[config.mk]
export PLATFORM = sky130hd
export DESIGN_NAME = mem_arbiter
export DESIGN_NICKNAME = d
export VERILOG_FILES = /design/src/rtl/mem_arbiter.sv
export SDC_FILE = /design/constraint.sdc
export NUM_CORES = 1
export LEC_CHECK = 0
export BUFFER_PORTS_ARGS = -buffer_cell sky130_fd_sc_hd__buf_2
export CAP_MARGIN = 15
export CORE_AREA = 2 2 347 349
export CTS_BUF_LIST = sky130_fd_sc_hd__clkbuf_4 sky130_fd_sc_hd__clkbuf_8 sky130_fd_sc_hd__clkbuf_16
export DETAILED_ROUTE_END_ITERATION = 8
export DIE_AREA = 0 0 349 351
export HOLD_SLACK_MARGIN = 0.15
export SYNTH_ARGS = -nofsm -noshare
export SYNTH_HDL_FRONTEND = slang
export SYNTH_SLANG_ARGS = --single-unit
[constraint.sdc]
create_clock -name clk -period 5.4 [get_ports clk]
set_input_delay 0 -clock clk [delete_from_list [all_inputs] [get_ports clk]]
set_output_delay 0 -clock clk [all_outputs]
set_load 0.02 [all_outputs]
[src/rtl/mem_arbiter.sv]
// mem_arbiter: shares one slow-memory port between the I-cache and D-cache
// miss/write-back interfaces. One transaction is granted at a time; every
// completion is followed by a mandatory IDLE cycle before the next grant.
// Per-requester saturating counters record completed transactions.
module mem_arbiter #(
  parameter int ADDR_W = 28,
  parameter int DATA_W = 128,
  parameter int RR     = 1,
  parameter int CNT_W  = 16
) (
  input  logic              clk,
  input  logic              proc_reset,
  input  logic              I_read,
  input  logic              I_write,
  input  logic [ADDR_W-1:0] I_addr,
  input  logic [DATA_W-1:0] I_wdata,
  output logic [DATA_W-1:0] I_rdata,
  output logic              I_ready,
  input  logic              D_read,
  input  logic              D_write,
  input  logic [ADDR_W-1:0] D_addr,
  input  logic [DATA_W-1:0] D_wdata,
  output logic [DATA_W-1:0] D_rdata,
  output logic              D_ready,
  output logic              mem_read,
  output logic              mem_write,
  output logic [ADDR_W-1:0] mem_addr,
  output logic [DATA_W-1:0] mem_wdata,
  input  logic [DATA_W-1:0] mem_rdata,
  input  logic              mem_ready,
  output logic              busy,
  output logic [CNT_W-1:0]  cnt_I,
  output logic [CNT_W-1:0]  cnt_D
);

  typedef enum logic [1:0] {
    IDLE    = 2'd0,
    SERVE_I = 2'd1,
    SERVE_D = 2'd2
  } state_t;

  localparam logic USE_RR = (RR != 0);

  state_t state;
  state_t next_state;
  logic   last_d;      // 1 when the most recent completed grant went to D
  logic   i_pending;
  logic   d_pending;

  assign i_pending = I_read | I_write;
  assign d_pending = D_read | D_write;

  // Read data goes straight to both caches; only the qualified ready matters.
  assign I_rdata = mem_rdata;
  assign D_rdata = mem_rdata;

  // State register, round-robin history and saturating completion counters.
  always_ff @(posedge clk or posedge proc_reset) begin
    if (proc_reset) begin
      state  <= IDLE;
      last_d <= 1'b0;
      cnt_I  <= '0;
      cnt_D  <= '0;
    end else begin
      state <= next_state;
      if (I_ready) begin
        last_d <= 1'b0;
        if (cnt_I != {CNT_W{1'b1}}) cnt_I <= cnt_I + 1'b1;
      end
      if (D_ready) begin
        last_d <= 1'b1;
        if (cnt_D != {CNT_W{1'b1}}) cnt_D <= cnt_D + 1'b1;
      end
    end
  end

  // Grant decision, memory-port steering and ready qualification.
  always_comb begin
    next_state = state;
    mem_read   = 1'b0;
    mem_write  = 1'b0;
    mem_addr   = '0;
    mem_wdata  = '0;
    I_ready    = 1'b0;
    D_ready    = 1'b0;
    busy       = 1'b0;
    case (state)
      IDLE: begin
        // A ready arriving here belongs to nobody and is ignored.
        if (i_pending && d_pending) begin
          // D wins a tie unless round-robin says D went last.
          next_state = (USE_RR && last_d) ? SERVE_I : SERVE_D;
        end else if (i_pending) begin
          next_state = SERVE_I;
        end else if (d_pending) begin
          next_state = SERVE_D;
        end
      end
      SERVE_I: begin
        busy      = 1'b1;
        // Write takes precedence if the requester raises both.
        mem_write = I_write;
        mem_read  = I_read & ~I_write;
        mem_addr  = I_addr;
        mem_wdata = I_wdata;
        // Stay here even if the request drops: the memory is never abandoned.
        if (mem_ready) begin
          I_ready    = 1'b1;
          next_state = IDLE;
        end
      end
      SERVE_D: begin
        busy      = 1'b1;
        mem_write = D_write;
        mem_read  = D_read & ~D_write;
        mem_addr  = D_addr;
        mem_wdata = D_wdata;
        if (mem_ready) begin
          D_ready    = 1'b1;
          next_state = IDLE;
        end
      end
      default: next_state = IDLE;
    endcase
  end

endmodule

==> flow_metrics.tcl, run 1 <==
set metrics [dict create \
    ys.flop_type "dfrtp_1" \
    seqPwrFrac_pct 9.4 \
    core_mm2 0.119 \
    period_needed_ns 3.14 \
    crit_arrival_ns 3.14 \
    drive_above_1_share_pct 46.8 \
    skew_ns 0.00341 \
    crit_chain "inv_1, ha_4, buf_12, a22oi_1, nor2_1, buf_2" \
    utilization_pct 8.14 \
    pwr-share-comb_pct 83.4 \
    p_per_area_mw_per_mm2 403 \
    grt_max_degree 160 \
    fmax_mhz 319 \
    rr_worst_depth 8 \
    wirelength_um 69100 \
    clock_path_buffers 2 \
    setup_tns_ns 0 \
    period_share_pct 58.1 \
    dieArea_mm2 0.122 \
    hold_violations 0 \
    drtPass1Iterations 5 \
    final_common_cell "buf_2" \
    p_int_mw 1.29 \
    critPathRequiredTime_ns 5.40 \
    cap_violations 0 \
    synth_area_leader_cell "buf_4" \
    grt.total_usage_pct 10.4 \
    cp_max_fo 159 \
    dp_hpwl_um 61800 \
    syn-cell-area_mm2 0.00570 \
    switching_share_pct 66.8 \
    place.gp.congestion 0.796 \
    clk_pin_slew_ns 0.05 \
    violations "slew limit" \
    n_fill_cell 14050 \
    synth_edf_count 0 \
    setup_violations 0 \
    endpoint_kind "output port" \
    nNetsFinal 1598 \
    pwr-share-clk_pct 7.3 \
    finalMaxSlewViolations 1 \
    synthTopCellsByArea "buf_4 34%, a22oi_1 21%, dfrtp_1 15%" \
    start_util_pct 4.79 \
    post-cts-setup-buffers 0 \
    worstReg2RegStart "state[0]$_DFFE_PP0P_" \
    synth.yosys.seq_area_share_pct 15.4 \
    via_per_inst 2.88 \
    gr-total-overflow 0 \
    crit_start "state[0]$_DFFE_PP0P_" \
    cts_tree "yes" \
    synthCells 799 \
    critical_path.endpoint "mem_addr[21]" \
    syn_nets 1251 \
    place_inst 2555 \
    leakagePower_nw 4.32 \
    layout.cells.non_filler 2711 \
    rsz0062_at_grt "false" \
    relSlewSlack_pct -6.27 \
    worst_pin_slew_ns 1.59 \
    antenna_left 0 \
    switchingPower_mw 2.61 \
    final_cell_mix "511 x buf_2, 166 x nor2_1, 157 x a22oi_1, 131 x dlygate4sd3_1, 35 x dfrtp_1" \
    status "complete, but fails checks" \
    die_y_um 351 \
    cts_max_level 2 \
    cp_slowest_cell "a22oi_1" \
    cts_made_buffers 5 \
    ys_async_sr_fraction_pct 100 \
    reg2reg_to "cnt_D[14]$_DFFE_PP0P_" \
    ys_ff_latch 35 \
    setup.worst_path.class "reg2out" \
    hold_path.class "in2reg" \
    die_w_um 349 \
    yosys_warnings 0 \
    ys_types 40 \
    clockRootBuffer "clkbuf_16" \
    ir_drop_v 0.000411 \
    port_buffers 511 \
    avgSynthCellArea_um2 7.14 \
    antenna_found_initial 90 \
    clock_latency_ns 0.28 \
    placementRows 127 \
    cts_sinks 35 \
    vias 7812 \
    grt_pass1_wl_um 80200 \
    post_drt_wl_per_cell_um 25.5 \
    r2r_slack_ns 2.58 \
    drtIter0Drc 728 \
    yosysTopAreaCellShare_pct 33.7 \
    ios 896 \
    cts_hold_buf 131 \
    max_stage_delay_ns 1.34 \
    syn2layout_area_growth_pct 69.8 \
    grt_pass1_vias 6731 \
    start_kind "flip-flop" \
    cts_resized 0 \
    drc 0 \
]
-- area by class of cell --
class | instances | area, um^2 | share of cell area, %
Timing Repair Buffer | 650 | 3950 | 40.8
Multi-Input combinational cell | 446 | 2700 | 27.9
Tap cell | 1548 | 1940 | 20.0
Sequential cell | 35 | 876 | 9.04
Clock buffer | 7 | 140 | 1.45
Antenna cell | 16 | 40.0 | 0.413
Inverter | 8 | 37.5 | 0.388
Clock inverter | 1 | 5.00 | 0.0517
-- power by group through the flow --
stage	clock network [mW]	logic (mW)	registers, mW
global placement	0	3.06	0.367
global route	0.302	3.52	0.371
finish	0.284	3.25	0.365
CTS	0.292	3.36	0.364
floorplan	0	1.80	0.390
detailed placement	0	3.10	0.369
-- metrics by stage --
stage / setup slack (ns) / total power, mW / cell area (um^2) / hold slack, ns
3_3_place_gp: 2.56 / 3.42 / 8160 / 0.000200
5_1_grt: 2.11 / 4.19 / 9670 / 0.237
4_1_cts: 2.20 / 4.02 / 9630 / 0.190
2_1_floorplan: 3.65 / 2.19 / 5700 / 0.113
3_5_place_dp: 2.50 / 3.47 / 8180 / 0.000200
6_report: 2.26 / 3.90 / 9690 / 0.189
-- logic make-up after synthesis --
group | count (synthesis) | synth area share, %
buffers and inverters | 318 | 37.8
AND/OR/NAND/NOR | 235 | 18.1
AO/OA/AOI/OAI | 179 | 23.2
flip-flops | 35 | 15.4
XOR/XNOR | 22 | 3.38
multiplexers | 5 | 1.03
adder cells (fa/ha/maj) | 5 | 1.10
-- synthesized netlist by cell type, types with 2 or more instances --
library cell	count
nor3_1	8
buf_4	256
o32ai_1	2
ha_1	5
xor2_1	16
a41oi_1	2
nor2b_1	2
a22oi_1	157
nor2_1	166
dfrtp_1	35
xnor2_1	6
a31oi_1	2
nand3b_1	2
nor4_1	5
inv_1	7
a21oi_1	6
o21a_1	2
clkbuf_1	53
nand3_1	9
mux2_2	3
nand4_1	11
and4_1	5
nand2_1	16
and3_1	4
o21ai_0	4
-- routing by layer --
metal	vias up	global-route usage [%]	wire (um)
met5	-	0	381
met4	60	2.30	1980
met3	171	5.01	8370
met2	724	15.4	28600
met1	3628	13.4	29700
li1	3229	-	-
-- how the worst min path moves through the flow --
stage / start / endpoint / slack (ns) / depth (start not counted)
2_1_floorplan: mem_rdata[0] / D_rdata[0] / 0.11 / 1
3_3_place_gp: mem_rdata[2] / I_rdata[2] / 0.0002 / 0
3_5_place_dp: mem_rdata[2] / I_rdata[2] / 0.0002 / 0
4_1_cts: D_write / state[0]$_DFFE_PP0P_ / 0.19 / 4
5_1_grt: D_write / state[0]$_DFFE_PP0P_ / 0.24 / 4
6_report: D_write / state[0]$_DFFE_PP0P_ / 0.19 / 4
-- sequential cells by signal, indices dropped and copies added, names as in the netlist --
signal,cells
cnt_D,16
last_d,1
state,2
cnt_I,16
-- critical path, delay by kind of cell, from the launching register on --
kind	cells	cell delay, ns
flops	1	0.40
buf+inv	3	0.60
simple gates	1	0.09
fa+ha+maj	1	0.19
compound gates	1	1.34
No activity file was read; power rests on OpenSTA's default activity.
==> run 2, diff against run 1 <==
--- a/config.mk
+++ b/config.mk
@@ -7,10 +7,10 @@
 export LEC_CHECK = 0
 export BUFFER_PORTS_ARGS = -buffer_cell sky130_fd_sc_hd__buf_2
 export CAP_MARGIN = 15
-export CORE_AREA = 2 2 347 349
+export CORE_AREA = 2 2 346 348
 export CTS_BUF_LIST = sky130_fd_sc_hd__clkbuf_4 sky130_fd_sc_hd__clkbuf_8 sky130_fd_sc_hd__clkbuf_16
 export DETAILED_ROUTE_END_ITERATION = 8
-export DIE_AREA = 0 0 349 351
+export DIE_AREA = 0 0 348 350
 export HOLD_SLACK_MARGIN = 0.15
 export SYNTH_ARGS = -nofsm -noshare
 export SYNTH_HDL_FRONTEND = slang
==> constraint.sdc (replaced) <==
create_clock -name clk -period 2.6 [get_ports clk]
set_input_delay 0 -clock clk [delete_from_list [all_inputs] [get_ports clk]]
set_output_delay 0 -clock clk [all_outputs]
set_load 0.02 [all_outputs]
==> flow_metrics.tcl, run 2 (synthesized netlist as in run 1, its figures left out) <==
set metrics [dict create \
    finalMaxSlewViolations 0 \
    switching_share_pct 61.6 \
    wirelength_um 69700 \
    gr-total-overflow 0 \
    period_share_pct 90.5 \
    met2_usage_pct 15.6 \
    core_mm2 0.118 \
    clockRootBuffer "clkbuf_16" \
    ios 896 \
    hold_start "mem_ready" \
    place.gp.congestion 0.827 \
    setup.worst_path.class "reg2out" \
    layout.cells.non_filler 2721 \
    pwr-share-comb_pct 84.3 \
    worstReg2RegStart "state[0]$_DFFE_PP0P_" \
    crit_arrival_ns 2.35 \
    r2r_slack_ns 0.60 \
    start_util_pct 4.84 \
    hold_violations 0 \
    worst_pin_slew_ns 0.858 \
    utilization_pct 8.60 \
    cp_max_fo 55 \
    die_y_um 350 \
    antenna_left 0 \
    setup_violations 0 \
    period_needed_ns 2.35 \
    status "complete, no violations" \
    p_int_mw 3.21 \
    grt_pass1_wl_um 82200 \
    n_fill_cell 13838 \
    final_common_cell "buf_2" \
    dp_hpwl_um 63100 \
    vias 8194 \
    multiInputGateArea_mm2 0.00270 \
    top_regs "cnt_D: 16 flops, cnt_I: 16 flops, state: 2 flops" \
    clk_pin_slew_ns 0.05 \
    drive_above_1_share_pct 47.8 \
    grt_util_met3_pct 6.65 \
    cts_resized 0 \
    setup_tns_ns 0 \
    die_w_um 348 \
    dieArea_mm2 0.122 \
    post-cts-setup-buffers 0 \
    syn2layout_area_growth_pct 77.5 \
    endpoint_kind "output port" \
    clock_path_buffers 2 \
    rsz0062_at_grt "false" \
    cts_tree "yes" \
    via_per_inst 3.01 \
    relSlewSlack_pct 42.8 \
    regArea_um2 876 \
    cts_hold_buf 131 \
    drtPass1Iterations 6 \
    cts_made_buffers 5 \
    post_drt_wl_per_cell_um 25.6 \
    cap_violations 0 \
    reg2reg_to "cnt_D[14]$_DFFE_PP0P_" \
    drtIter0Drc 835 \
    cp_slowest_cell "a22oi_1" \
    grt_max_degree 58 \
    cts_max_level 2 \
    top_usage_layer "met2" \
    ir_drop_v 0.000608 \
    clock_latency_ns 0.28 \
    start_kind "flip-flop" \
    pwr-share-clk_pct 6.7 \
    hold_depth 4 \
    crit_chain "inv_1, ha_4, buf_12, buf_12, a22oi_1, nor2_1, buf_2" \
    grt.total_usage_pct 10.6 \
    cts_sinks 35 \
    port_buffers 511 \
    rr_worst_depth 7 \
    grt_pass1_vias 7122 \
    min_to "last_d$_DFFE_PP0P_" \
    nNetsFinal 1621 \
    skew_ns 0.00399 \
    hold_path.class "in2reg" \
    p_per_area_mw_per_mm2 825 \
    antenna_found_initial 106 \
    fmax_mhz 425 \
    leakagePower_nw 4.49 \
    drc 0 \
    max_stage_delay_ns 0.60 \
    switchingPower_mw 5.14 \
    final_cell_mix "496 x buf_2, 166 x nor2_1, 157 x a22oi_1, 131 x dlygate4sd3_1, 35 x dfrtp_1" \
    placementRows 126 \
    met1_usage_pct 12.8 \
    place_inst 2567 \
    seqPwrFrac_pct 9.0 \
    critPathRequiredTime_ns 2.60 \
    cp_common_cell "buf_12" \
]
==> run 2: cell count changes in the layout (fill, tap and decap cells not counted), sizes merged <==
cell    before  now
clkbuf       7    6
diode       16   17
clkinv       1    0
buf        519  542
==> run 2: per-layer routing <==
| layer | vias up | routed length [um] |
|---|---|---|
| li1 | 3295 | - |
| met1 | 3775 | 27300 |
| met2 | 816 | 28600 |
| met3 | 234 | 10800 |
| met4 | 74 | 2500 |
| met5 | - | 476 |
==> run 2: layout make-up <==
type / instances / share of cell area, %
antenna: 17 / 0.420
clock buffer: 6 / 1.31
inverter: 8 / 0.371
multi-input combinational: 446 / 26.7
sequential: 35 / 8.65
tap: 1536 / 19.0
timing repair buffer: 673 / 43.6
==> run 2: per-stage QoR <==
| stage | area [um^2] | setup slack [ns] | power, mW | hold slack [ns] |
|---|---|---|---|---|
| after CTS | 10100 | 0.320 | 8.45 | 0.185 |
| after global placement | 8640 | 0.631 | 7.25 | 0.000201 |
| after floorplan | 5700 | 0.852 | 4.55 | 0.113 |
| after global routing | 10100 | 0.192 | 8.91 | 0.194 |
| final | 10100 | 0.247 | 8.35 | 0.188 |
| after detailed placement | 8640 | 0.617 | 7.31 | 0.000201 |
==> run 2: critical path: cells and delay by family (launching register included) <==
kind	cells	cell delay [ns]
buffers and inverters	4	0.69
AO/OA/AOI/OAI	1	0.60
AND/OR/NAND/NOR	1	0.08
flip-flops	1	0.38
adder cells (fa/ha/maj)	1	0.22
==> run 2: worst max path at each step <==
stage | from | cells after the start | slack (ns) | end
finish | state[1]$_DFFE_PP0P_ | 7 | 0.25 | mem_wdata[120]
global placement | state[1]$_DFFE_PP0P_ | 7 | 0.63 | mem_wdata[16]
detailed placement | state[1]$_DFFE_PP0P_ | 7 | 0.62 | mem_wdata[16]
floorplan | state[0]$_DFFE_PP0P_ | 8 | 0.85 | cnt_D[14]$_DFFE_PP0P_
CTS | state[1]$_DFFE_PP0P_ | 7 | 0.32 | mem_wdata[16]
global route | state[1]$_DFFE_PP0P_ | 7 | 0.19 | mem_wdata[120]
==> run 2: power groups by stage <==
stage / Clock, mW / Combinational (mW) / Sequential, mW
2_1_floorplan: 0 / 3.74 / 0.809
3_3_place_gp: 0 / 6.49 / 0.758
3_5_place_dp: 0 / 6.55 / 0.763
4_1_cts: 0.579 / 7.12 / 0.754
5_1_grt: 0.602 / 7.54 / 0.769
6_report: 0.558 / 7.04 / 0.754
==> run 3, diff against run 2 <==
==> constraint.sdc (replaced) <==
create_clock -name clk -period 2.6 [get_ports clk]
set_input_delay 0 -clock clk [delete_from_list [all_inputs] [get_ports clk]]
set_output_delay 0 -clock clk [all_outputs]
set_load 0.01 [all_outputs]
==> flow_metrics.tcl, run 3 (synthesized netlist as in run 1, its figures left out) <==
set metrics [dict create \
    worstReg2RegStart "state[1]$_DFFE_PP0P_" \
    start_kind "flip-flop" \
    hold_depth 4 \
    fin_area_mm2 0.00990 \
    drc 0 \
    grt_max_degree 114 \
    clock_path_buffers 2 \
    rsz0062_at_grt "false" \
    switching_share_pct 59.5 \
    period_share_pct 97.1 \
    wirelength_um 69600 \
    worst_pin_slew_ns 0.847 \
    setup_ws_ns 0.0759 \
    die_y_um 350 \
    core_mm2 0.118 \
    start_util_pct 4.84 \
    leakagePower_nw 4.39 \
    status "complete, no violations" \
    syn2layout_area_growth_pct 73.5 \
    drive_above_1_share_pct 47.1 \
    dp_slack_ns 0.275 \
    grt_pass1_vias 7133 \
    top_regs "cnt_D: 16 flops, cnt_I: 16 flops, state: 2 flops" \
    hold_violations 0 \
    r2r_slack_ns 0.51 \
    place_area_mm2 0.00839 \
    setup_violations 0 \
    place.gp.congestion 0.894 \
    hold_start "mem_ready" \
    p_per_area_mw_per_mm2 728 \
    dp_hpwl_um 62400 \
    relSlewSlack_pct 43.5 \
    final_common_cell "buf_2" \
    antenna_left 0 \
    antenna_found_initial 105 \
    utilization_pct 8.41 \
    ios 896 \
    skew_ns 0.00441 \
    pwr-share-clk_pct 8.2 \
    gr-total-overflow 0 \
    critPathRequiredTime_ns 2.60 \
    crit_arrival_ns 2.52 \
    placementRows 126 \
    period_needed_ns 2.52 \
    port_buffers 511 \
    cts_sinks 35 \
    dieArea_mm2 0.122 \
    via_per_inst 3.00 \
    rr_worst_depth 6 \
    ir_drop_v 0.000725 \
    cts_made_buffers 5 \
    p_int_mw 2.92 \
    cts_tree "yes" \
    post-cts-setup-buffers 0 \
    cp_max_fo 113 \
    cap_violations 0 \
    final_cell_mix "501 x buf_2, 166 x nor2_1, 157 x a22oi_1, 131 x dlygate4sd3_1, 35 x dfrtp_1" \
    clockRootBuffer "clkbuf_16" \
    nNetsFinal 1605 \
    min_to "last_d$_DFFE_PP0P_" \
    switchingPower_mw 4.29 \
    die_w_um 348 \
    fmax_mhz 396 \
    clock_latency_ns 0.28 \
    endpoint_kind "output port" \
    post_drt_wl_per_cell_um 25.7 \
    hold_path.class "in2reg" \
    finalMaxSlewViolations 0 \
    setup.worst_path.class "reg2out" \
    setup_tns_ns 0 \
    drtIter0Drc 953 \
    cts_max_level 2 \
    power_mw 7.21 \
    drtPass1Iterations 5 \
    pwr-share-comb_pct 81.4 \
    seqPwrFrac_pct 10.4 \
    clk_pin_slew_ns 0.05 \
    reg2reg_to "cnt_I[15]$_DFFE_PP0P_" \
    grt_pass1_wl_um 82600 \
    grt.total_usage_pct 10.6 \
    vias 8135 \
]
[run 3: how the worst max path moves through the flow]
| stage | startpoint | to | slack (ns) |
|---|---|---|---|
| after floorplan | state[1]$_DFFE_PP0P_ | cnt_I[13]$_DFFE_PP0P_ | 0.88 |
| after global placement | state[0]$_DFFE_PP0P_ | mem_addr[9] | 0.26 |
| after detailed placement | state[0]$_DFFE_PP0P_ | mem_addr[9] | 0.28 |
| after CTS | state[1]$_DFFE_PP0P_ | mem_addr[12] | 0.14 |
| after global routing | state[1]$_DFFE_PP0P_ | mem_addr[9] | 0.005 |
| final | state[1]$_DFFE_PP0P_ | mem_addr[11] | 0.08 |
[run 3: metrics by stage]
stage / cells / hold slack [ns]
2_1_floorplan: 799 / 0.0918
3_3_place_gp: 2551 / 0.000101
3_5_place_dp: 2551 / 0.000101
4_1_cts: 2689 / 0.176
5_1_grt: 2697 / 0.185
6_report: 2709 / 0.182
[run 3: routing by layer]
layer  GRT usage (%)  vias to the layer above  wire length [um]
met5               0                        -               536
met4            2.84                       82              2440
met3            7.05                      250             11400
met2            15.5                      807             28300
met1            12.7                     3735             26900
li1                -                     3261                 -
[run 3: cell type report]
| type | count | area (um^2) |
|---|---|---|
| well taps | 1536 | 1920 |
| fillers | 13886 | 108000 |
| clock buffers | 6 | 139 |
| multi-input cells | 446 | 2700 |
| flip-flops and latches | 35 | 876 |
| diodes | 20 | 50.0 |
| repair buffers | 657 | 4170 |
| clock inverters | 1 | 5.00 |
| inverters | 8 | 37.5 |
[run 3: power by group through the flow]
stage	logic (mW)	registers, mW	clock network (mW)
final	5.87	0.749	0.591
after global routing	6.40	0.765	0.627
after CTS	6.03	0.749	0.609
after detailed placement	5.62	0.758	0
after global placement	5.60	0.760	0
after floorplan	2.99	0.759	0
[run 3: timing repair]
action                                  4_1_cts  5_1_grt
hold endpoints to repair                    293        0
endpoints found under the setup margin        5        0
hold buffers                                131        0
resized for setup                             1        0
[run 3: worst max-delay path: stages (launching register included)]
cell and delay, ns:
dfrtp_1 0.41, inv_1 0.16, ha_4 0.26, buf_12 0.37
a22oi_1 0.43, nor2_1 0.24, buf_2 0.18
